File: src/rtl/j_acc_deshifter_mc.sv
// Multi-lane serial-to-parallel deshifter that packs N_LANES serial streams into words and writes them to SRAM.
// Optional sticky drop flag on the overflow port: define J_DESHIFT_OVF_FLAG_EN.
module j_acc_deshifter_mc #(
  parameter int SRAM_DEPTH  = 262144,
  parameter int SRAM_ADDR_W = $clog2(SRAM_DEPTH),
  parameter int DATA_W      = 32,
  parameter int N_LANES     = 4,
  parameter int ADDR_STRIDE = N_LANES * DATA_W / 8
) (
  input  logic                        clk,
  input  logic                        reset_n,
  input  logic                        shift_start,
  input  logic [SRAM_ADDR_W-1:0]      start_addr,
  input  logic [SRAM_ADDR_W-1:0]      img_size,
  input  logic                        msb_first,
  input  logic [N_LANES-1:0]          serial_input,
  input  logic                        serial_en,
  output logic                        sram_en,
  input  logic                        sram_ready,
  output logic [SRAM_ADDR_W-1:0]      sram_addr,
  output logic [N_LANES*DATA_W-1:0]   sram_data,
  output logic                        shift_idle,
  output logic                        overflow
);

  localparam int BCNT_W = (DATA_W > 1) ? $clog2(DATA_W) : 1;
  localparam int WORD_W = N_LANES * DATA_W;

  typedef enum logic [1:0] {S_IDLE, S_SHIFT, S_DRAIN} state_t;

  state_t                  state;
  logic [BCNT_W-1:0]       bit_cnt;
  logic [SRAM_ADDR_W-1:0]  word_cnt;
  logic [SRAM_ADDR_W-1:0]  size_q;
  logic                    msb_q;
  logic [WORD_W-1:0]       lane_q;
  logic [WORD_W-1:0]       lane_nxt;
  logic                    shift_fire;
  logic                    word_done;
  logic                    accept;
  logic                    load;

  // LSB-first fills from the top so the first bit lands in bit 0; MSB-first fills from the bottom.
  function automatic logic [DATA_W-1:0] shift_lane(input logic [DATA_W-1:0] w,
                                                   input logic b, input logic msb);
    if (msb) return {w[DATA_W-2:0], b};
    else     return {b, w[DATA_W-1:1]};
  endfunction

  always_comb begin
    lane_nxt = lane_q;
    for (int k = 0; k < N_LANES; k++)
      lane_nxt[k*DATA_W +: DATA_W] = shift_lane(lane_q[k*DATA_W +: DATA_W], serial_input[k], msb_q);
  end

  assign shift_fire = (state == S_SHIFT) && serial_en;
  assign word_done  = shift_fire && (bit_cnt == BCNT_W'(DATA_W - 1));
  assign accept     = sram_en && sram_ready;
  // A completion may refill the buffer in the same cycle it is being accepted.
  assign load       = word_done && (!sram_en || accept);
  assign shift_idle = (state == S_IDLE);

  // Stage p0: lane shift registers (pure data, every bit overwritten before use)
  always_ff @(posedge clk) begin
    if (shift_fire) lane_q <= lane_nxt;
  end

  // Stage p1: control FSM and one-entry output buffer
  always_ff @(posedge clk or negedge reset_n) begin
    if (!reset_n) begin
      state     <= S_IDLE;
      bit_cnt   <= '0;
      word_cnt  <= '0;
      size_q    <= '0;
      msb_q     <= 1'b0;
      sram_en   <= 1'b0;
      sram_addr <= '0;
      sram_data <= '0;
    end else begin
      case (state)
        S_IDLE: begin
          if (shift_start) begin
            state     <= S_SHIFT;
            sram_addr <= start_addr;
            bit_cnt   <= '0;
            word_cnt  <= '0;
            size_q    <= img_size;
            msb_q     <= msb_first;
          end
        end
        S_SHIFT: begin
          if (serial_en) begin
            bit_cnt <= word_done ? '0 : bit_cnt + BCNT_W'(1);
            if (word_done) begin
              word_cnt <= word_cnt + SRAM_ADDR_W'(1);
              if (word_cnt == size_q) state <= S_DRAIN;
            end
          end
        end
        S_DRAIN: begin
          if (!sram_en) state <= S_IDLE;
        end
        default: state <= S_IDLE;
      endcase

      if (accept) begin
        sram_en   <= 1'b0;
        sram_addr <= sram_addr + SRAM_ADDR_W'(ADDR_STRIDE);
      end
      if (load) begin
        sram_en   <= 1'b1;
        sram_data <= lane_nxt;
      end
    end
  end

`ifdef J_DESHIFT_OVF_FLAG_EN
  logic ovf_q;

  // Stage p2: sticky record of any word lost to a full, unaccepted buffer
  always_ff @(posedge clk or negedge reset_n) begin
    if (!reset_n)
      ovf_q <= 1'b0;
    else if ((state == S_IDLE) && shift_start)
      ovf_q <= 1'b0;
    else if (word_done && sram_en && !sram_ready)
      ovf_q <= 1'b1;
  end

  assign overflow = ovf_q;
`else
  assign overflow = 1'b0;
`endif

endmodule

File: config.mk
export PLATFORM = sky130hd
export DESIGN_NAME = j_acc_deshifter_mc
export DESIGN_NICKNAME = d
export VERILOG_FILES = /design/src/rtl/j_acc_deshifter_mc.sv
export SDC_FILE = /design/constraint.sdc
export NUM_CORES = 1
export LEC_CHECK = 0
export BUFFER_PORTS_ARGS = -buffer_cell sky130_fd_sc_hd__buf_2
export CORE_ASPECT_RATIO = 0.6
export CORE_MARGIN = 5
export CORE_UTILIZATION = 45
export CTS_CLUSTER_DIAMETER = 60
export CTS_CLUSTER_SIZE = 40
export DETAILED_ROUTE_END_ITERATION = 7
export GPL_TIMING_DRIVEN = 0
export MAX_ROUTING_LAYER = met4
export PLACE_DENSITY = 0.65
export SLEW_MARGIN = 5
export SYNTH_ARGS = -nofsm -noshare
export SYNTH_HDL_FRONTEND = slang
export SYNTH_SLANG_ARGS = --single-unit
File: constraint.sdc
create_clock -name clk -period 4.1 [get_ports clk]
set_input_delay 0.205 -clock clk [delete_from_list [all_inputs] [get_ports clk]]
set_output_delay 0.205 -clock clk [all_outputs]
set_load 0.02 [all_outputs]
# After elaboration in Yosys (flattened, before gate mapping)
# Cells that the tools add are included.
# totals
inputBits	46
latchBits	0
wordCells	60
ram_bits	0
out_inout_bits	149
mem_count	0
ff_bits	319
romBits	0
# classes
eq_ne	9
n_mux	23
addsub	3
n_bitwise	0
n_shift	0
order_cmp	0
n_div	0
mul	0
n_reduce_logical	16
# ops
cell	n
32-bit two-way mux	4
18-bit two-way mux	6
18-bit case mux with 2 select lines	1
18-bit by 1-bit adder with 18-bit output, second input constant	1
18-bit by 5-bit adder with 18-bit output, second input constant	1
18-bit equality test	1
5-bit two-way mux	3
2-bit two-way mux	5
5-bit case mux with 2 select lines	1
2-bit != test, second input constant	4
2-bit nonzero test	4
2-bit case mux with 3 select lines	1
5-bit by 1-bit adder with 5-bit output, second input constant	1
5-bit equality test, second input constant	1
5-bit AND reduction	1
1-bit logical AND	4
2-bit AND reduction	2
4-bit AND reduction	1
3-bit AND reduction	1
2-bit by 1-bit equality test with 1-bit output, second input constant	1
2-bit equality test, second input constant	1
2-bit zero test	1
1-bit two-way mux	2
2-bit by 1-bit != test with 1-bit output, second input constant	1
other kinds (2)	2

# Longest topological paths before layout
# logic_depth
depth_word	6
depth_mapped	8
mapped_depth_nobuf	7

# Least setup slack after synthesis
# Ideal clock, no wire load.
# synth_timing
path_type	flip-flop to flip-flop
from	register state[1]
to	register sram_data[100]
n_path_buf	4
required_ns	3.975
setup_slack_ns	0.609
setup_time_ns	0.125
period_less_slack_ns	3.491
t_arrival_ns	3.367
path_stages_with_launch	9
cell_sequence	dfrtp_1 > buf_6 > and3b_2 > buf_2 > nand2_1 > a21oi_2 > buf_4 > buf_6 > mux2_2
# synth_via
elab_chain_len	4
# synth_rtl
item	line_no	source
start: declaration	31	state_t state;
start signal: assignment	71	state <= S_IDLE;
start signal: assignment	83	state <= S_SHIFT;
start signal: assignment	96	if (word_cnt == size_q) state <= S_DRAIN;
2-bit by 1-bit equality test with 1-bit output	56	assign shift_fire = (state == S_SHIFT) && serial_en;
1-bit logical AND	56	
via shift_fire	38	logic shift_fire;
1-bit logical AND	57	assign word_done = shift_fire && (bit_cnt == BCNT_W'(DATA_W - 1));
1-bit logical AND	60	assign load = word_done && (!sram_en || accept);
end signal: assignment	112	sram_data <= lane_nxt;
end: declaration	21	output logic [N_LANES*DATA_W-1:0] sram_data,
# The timed path passes the listed nets, and every way through them passes these cells.
# A chain may end at the register's enable or synchronous reset.

# Worst setup path in the final report
# layout_timing
from	register state[1]
to	register sram_data[33]
# The elaborated chain is that of the path after synthesis.

==> metrics.cfg <==
[floorplan]
die_y_um=143.8
die_w_um=233.1
die_area_um2=33520
row_count=49
initial_utilization_pct=45.27
core_area_um2=29670
ios=195

[clocking]
htreeDepth=1
cts.sinks=319
clk_pin_slew_worst_paths_ns=0.11
post_cts_buffers=0
clock_latency_ns=0.53
root_buffer=clkbuf_16
clock_path_buffers=3
cts_tree=done
cts_made_buffers=16

[place]
gp_congestion=0.8412
placed_area_um2=14980
portBuffers=193
hpwl_mm=20.12

[worst_setup_path]
crit_required_ns=4.50
crit_family=buffers and inverters
slowest_stage=buf_6
crit_chain=buf_6 > and3b_2 > buf_6 > nand2_1 > a21oi_2 > buf_4 > buf_6 > mux2_2
crit_type=reg2reg
cp_max_fo=51
critPathArrivalTime_ns=2.87
worst-r2r-setup-slack_ns=1.63
slowest_delay_ns=0.40
cp_num_buf_inv=4
crit_top_cell=buf_6
start_kind=flip-flop
cp-end-kind=flip-flop

[synthesis]
syn-num-nets=944
yosysSeqAreaShare_pct=64.19
ys.warnings.count=0
yosysTopAreaCell=dfrtp_1
synthesis.instances=894
ys_types=54
synth_area_per_cell_um2=15.03
synth_top_flop_cell=dfrtp_1
yosysTopAreaCellShare_pct=35.58
synth_edf_count=128
async_reset_ff_share_pct=59.87
ys_top_cells_by_area=dfrtp_1, edfxtp_1, mux2_2, nand2_1, buf_6
synth_area_um2=13430
ys_ff_latch=319

[detailed_routing]
drt_iter0_drc=644
drc=0
antenna_left=0
wl_mm=28.90
num_vias=7997
dr.pass1.iters=7
routed_via_density=5.107
wl_per_cell_um=18.45

[timing]
finalClockSkew_ns=0.02593
rsz0062_at_grt=no
max_freq_ghz=0.4055
slew_viol_final=0
fin_crit_ns=2.466
whs_ns=0.04693
hold_viol=0
worst_slew_pin_slew_ns=0.7464
slew_headroom_pct=50.24
fin_crit_sh_pct=60.15
final-setup-viol-count=0

[cells_and_area]
finish.net_count=1197
fillers=2535
final_common_cell=mux2_2
final_cell_mix=mux2_2, buf_2, dfrtp_1
regArea_um2=8623
layout-drive-gt1-share_pct=45.64
areaGrowthSynthToFinish_pct=18.97
multiInputGateArea_um2=4454
fin_area_um2=15980

[grt]
grt_overflow_total=0
top_usage_layer=met1
grt_use_met3_pct=3.949
grt_pass1_vias=8098
use_met2_pct=25.27
antenna_found_initial=0
grt_pass1_wl_mm=46.09
grt_usage_pct=17.69
met1_usage_pct=26.72
grt_max_degree=109

[power_and_ir_drop]
leakage_uw=0.007307
vdd_drop_max_mv=0.3167
p_per_area_nw_per_um2=492.8

[run]
drv_cap=0

[status]
outcome=completed

[min_path]
min_path_type=in2reg

flip-flops by register name (all words and copies together) (netlist names):
name	flops
size_q	18
state	2
msb_q	1
sram_addr	18
bit_cnt	5
sram_en	1
sram_data	128
word_cnt	18
lane_q	128
where the power goes:
group	leakage (uW)	switching, uW	internal (uW)	total [uW]
registers	0.00382	280	3870	4150
logic	0.00321	918	741	1660
clock network	0.000282	1160	902	2060
total	0.00731	2360	5520	7880
routing by layer:
layer  share of wire, %  wire, um
met1                 50     14490
met4                1.2       333
met5                  0         0
met2                 43     12460
met3                5.6      1612
Yosys cell counts (9+ instances only):
master and n:
a211oi_1 9, a21oi_1 14, buf_2 15, buf_6 17, clkbuf_1 9, dfrtp_1 191, edfxtp_1 128, mux2_2 256
nand2_1 90, nand3_1 11, nand4_1 12, nor2_1 18, o21ai_0 9, xnor2_1 19
timing repair:
item                                   4_1_cts  5_1_grt
hold buffers                                40        0
resized for setup                            0        0
endpoints found under the hold margin      122        0
layout make-up:
class                           instances  share of cell area, %
Inverter                                5                 0.1174
Multi-Input combinational cell        523                  27.87
Antenna cell                            1                0.01566
Sequential cell                       319                  53.95
Clock inverter                         11                  1.080
Tap cell                              408                  3.194
Clock buffer                           17                  2.662
Buffer                                 47                  2.153
Timing Repair Buffer                  235                  8.956
path summary, 6_finish.rpt:
check / from / endpoint / cells past startpoint
max: state[1] / sram_data[33] / 8
min: serial_input[1] / lane_q[32] / 2
max reg2reg: state[1] / sram_data[33] / 8
min reg2reg: sram_addr[3] / sram_addr[3] / 2
max in group asynchronous: reset_n / sram_data[111] / 3
min in group asynchronous: reset_n / sram_data[73] / 2
worst register-to-register path, stage by stage, from the launching register on:
cell,delay (ns)
dfrtp_1,0.39
buf_6,0.14
and3b_2,0.23
buf_6,0.40
nand2_1,0.17
a21oi_2,0.18
buf_4,0.29
buf_6,0.21
mux2_2,0.34
cells by family after synthesis:
logic type / share of synthesized area (%)
AND/OR/NAND/NOR: 6.361
buffers and inverters: 2.654
other: 0.02791
XOR/XNOR: 1.434
AO/OA/AOI/OAI: 3.278
multiplexers: 21.68
flip-flops: 64.19
adder cells (fa/ha/maj): 0.3726
through the flow:
| step | setup TNS [ns] | total power, uW | worst slack [ns] | std cells | utilization [%] |
|---|---|---|---|---|---|
| after CTS | 0 | 7979 | 1.529 | 1565 | 53.85 |
| after global routing | 0 | 8275 | 1.474 | 1565 | 53.85 |
| after detailed placement | 0 | 5874 | 1.562 | 1497 | 50.49 |
| after global placement | -164.79 | 5836 | -0.5802 | 1495 | 50.25 |
| after floorplan | 0 | 5239 | 0.6086 | 894 | - |
| final | 0 | 7877 | 1.634 | 1566 | 53.86 |
(Power assumes the default switching activity.)
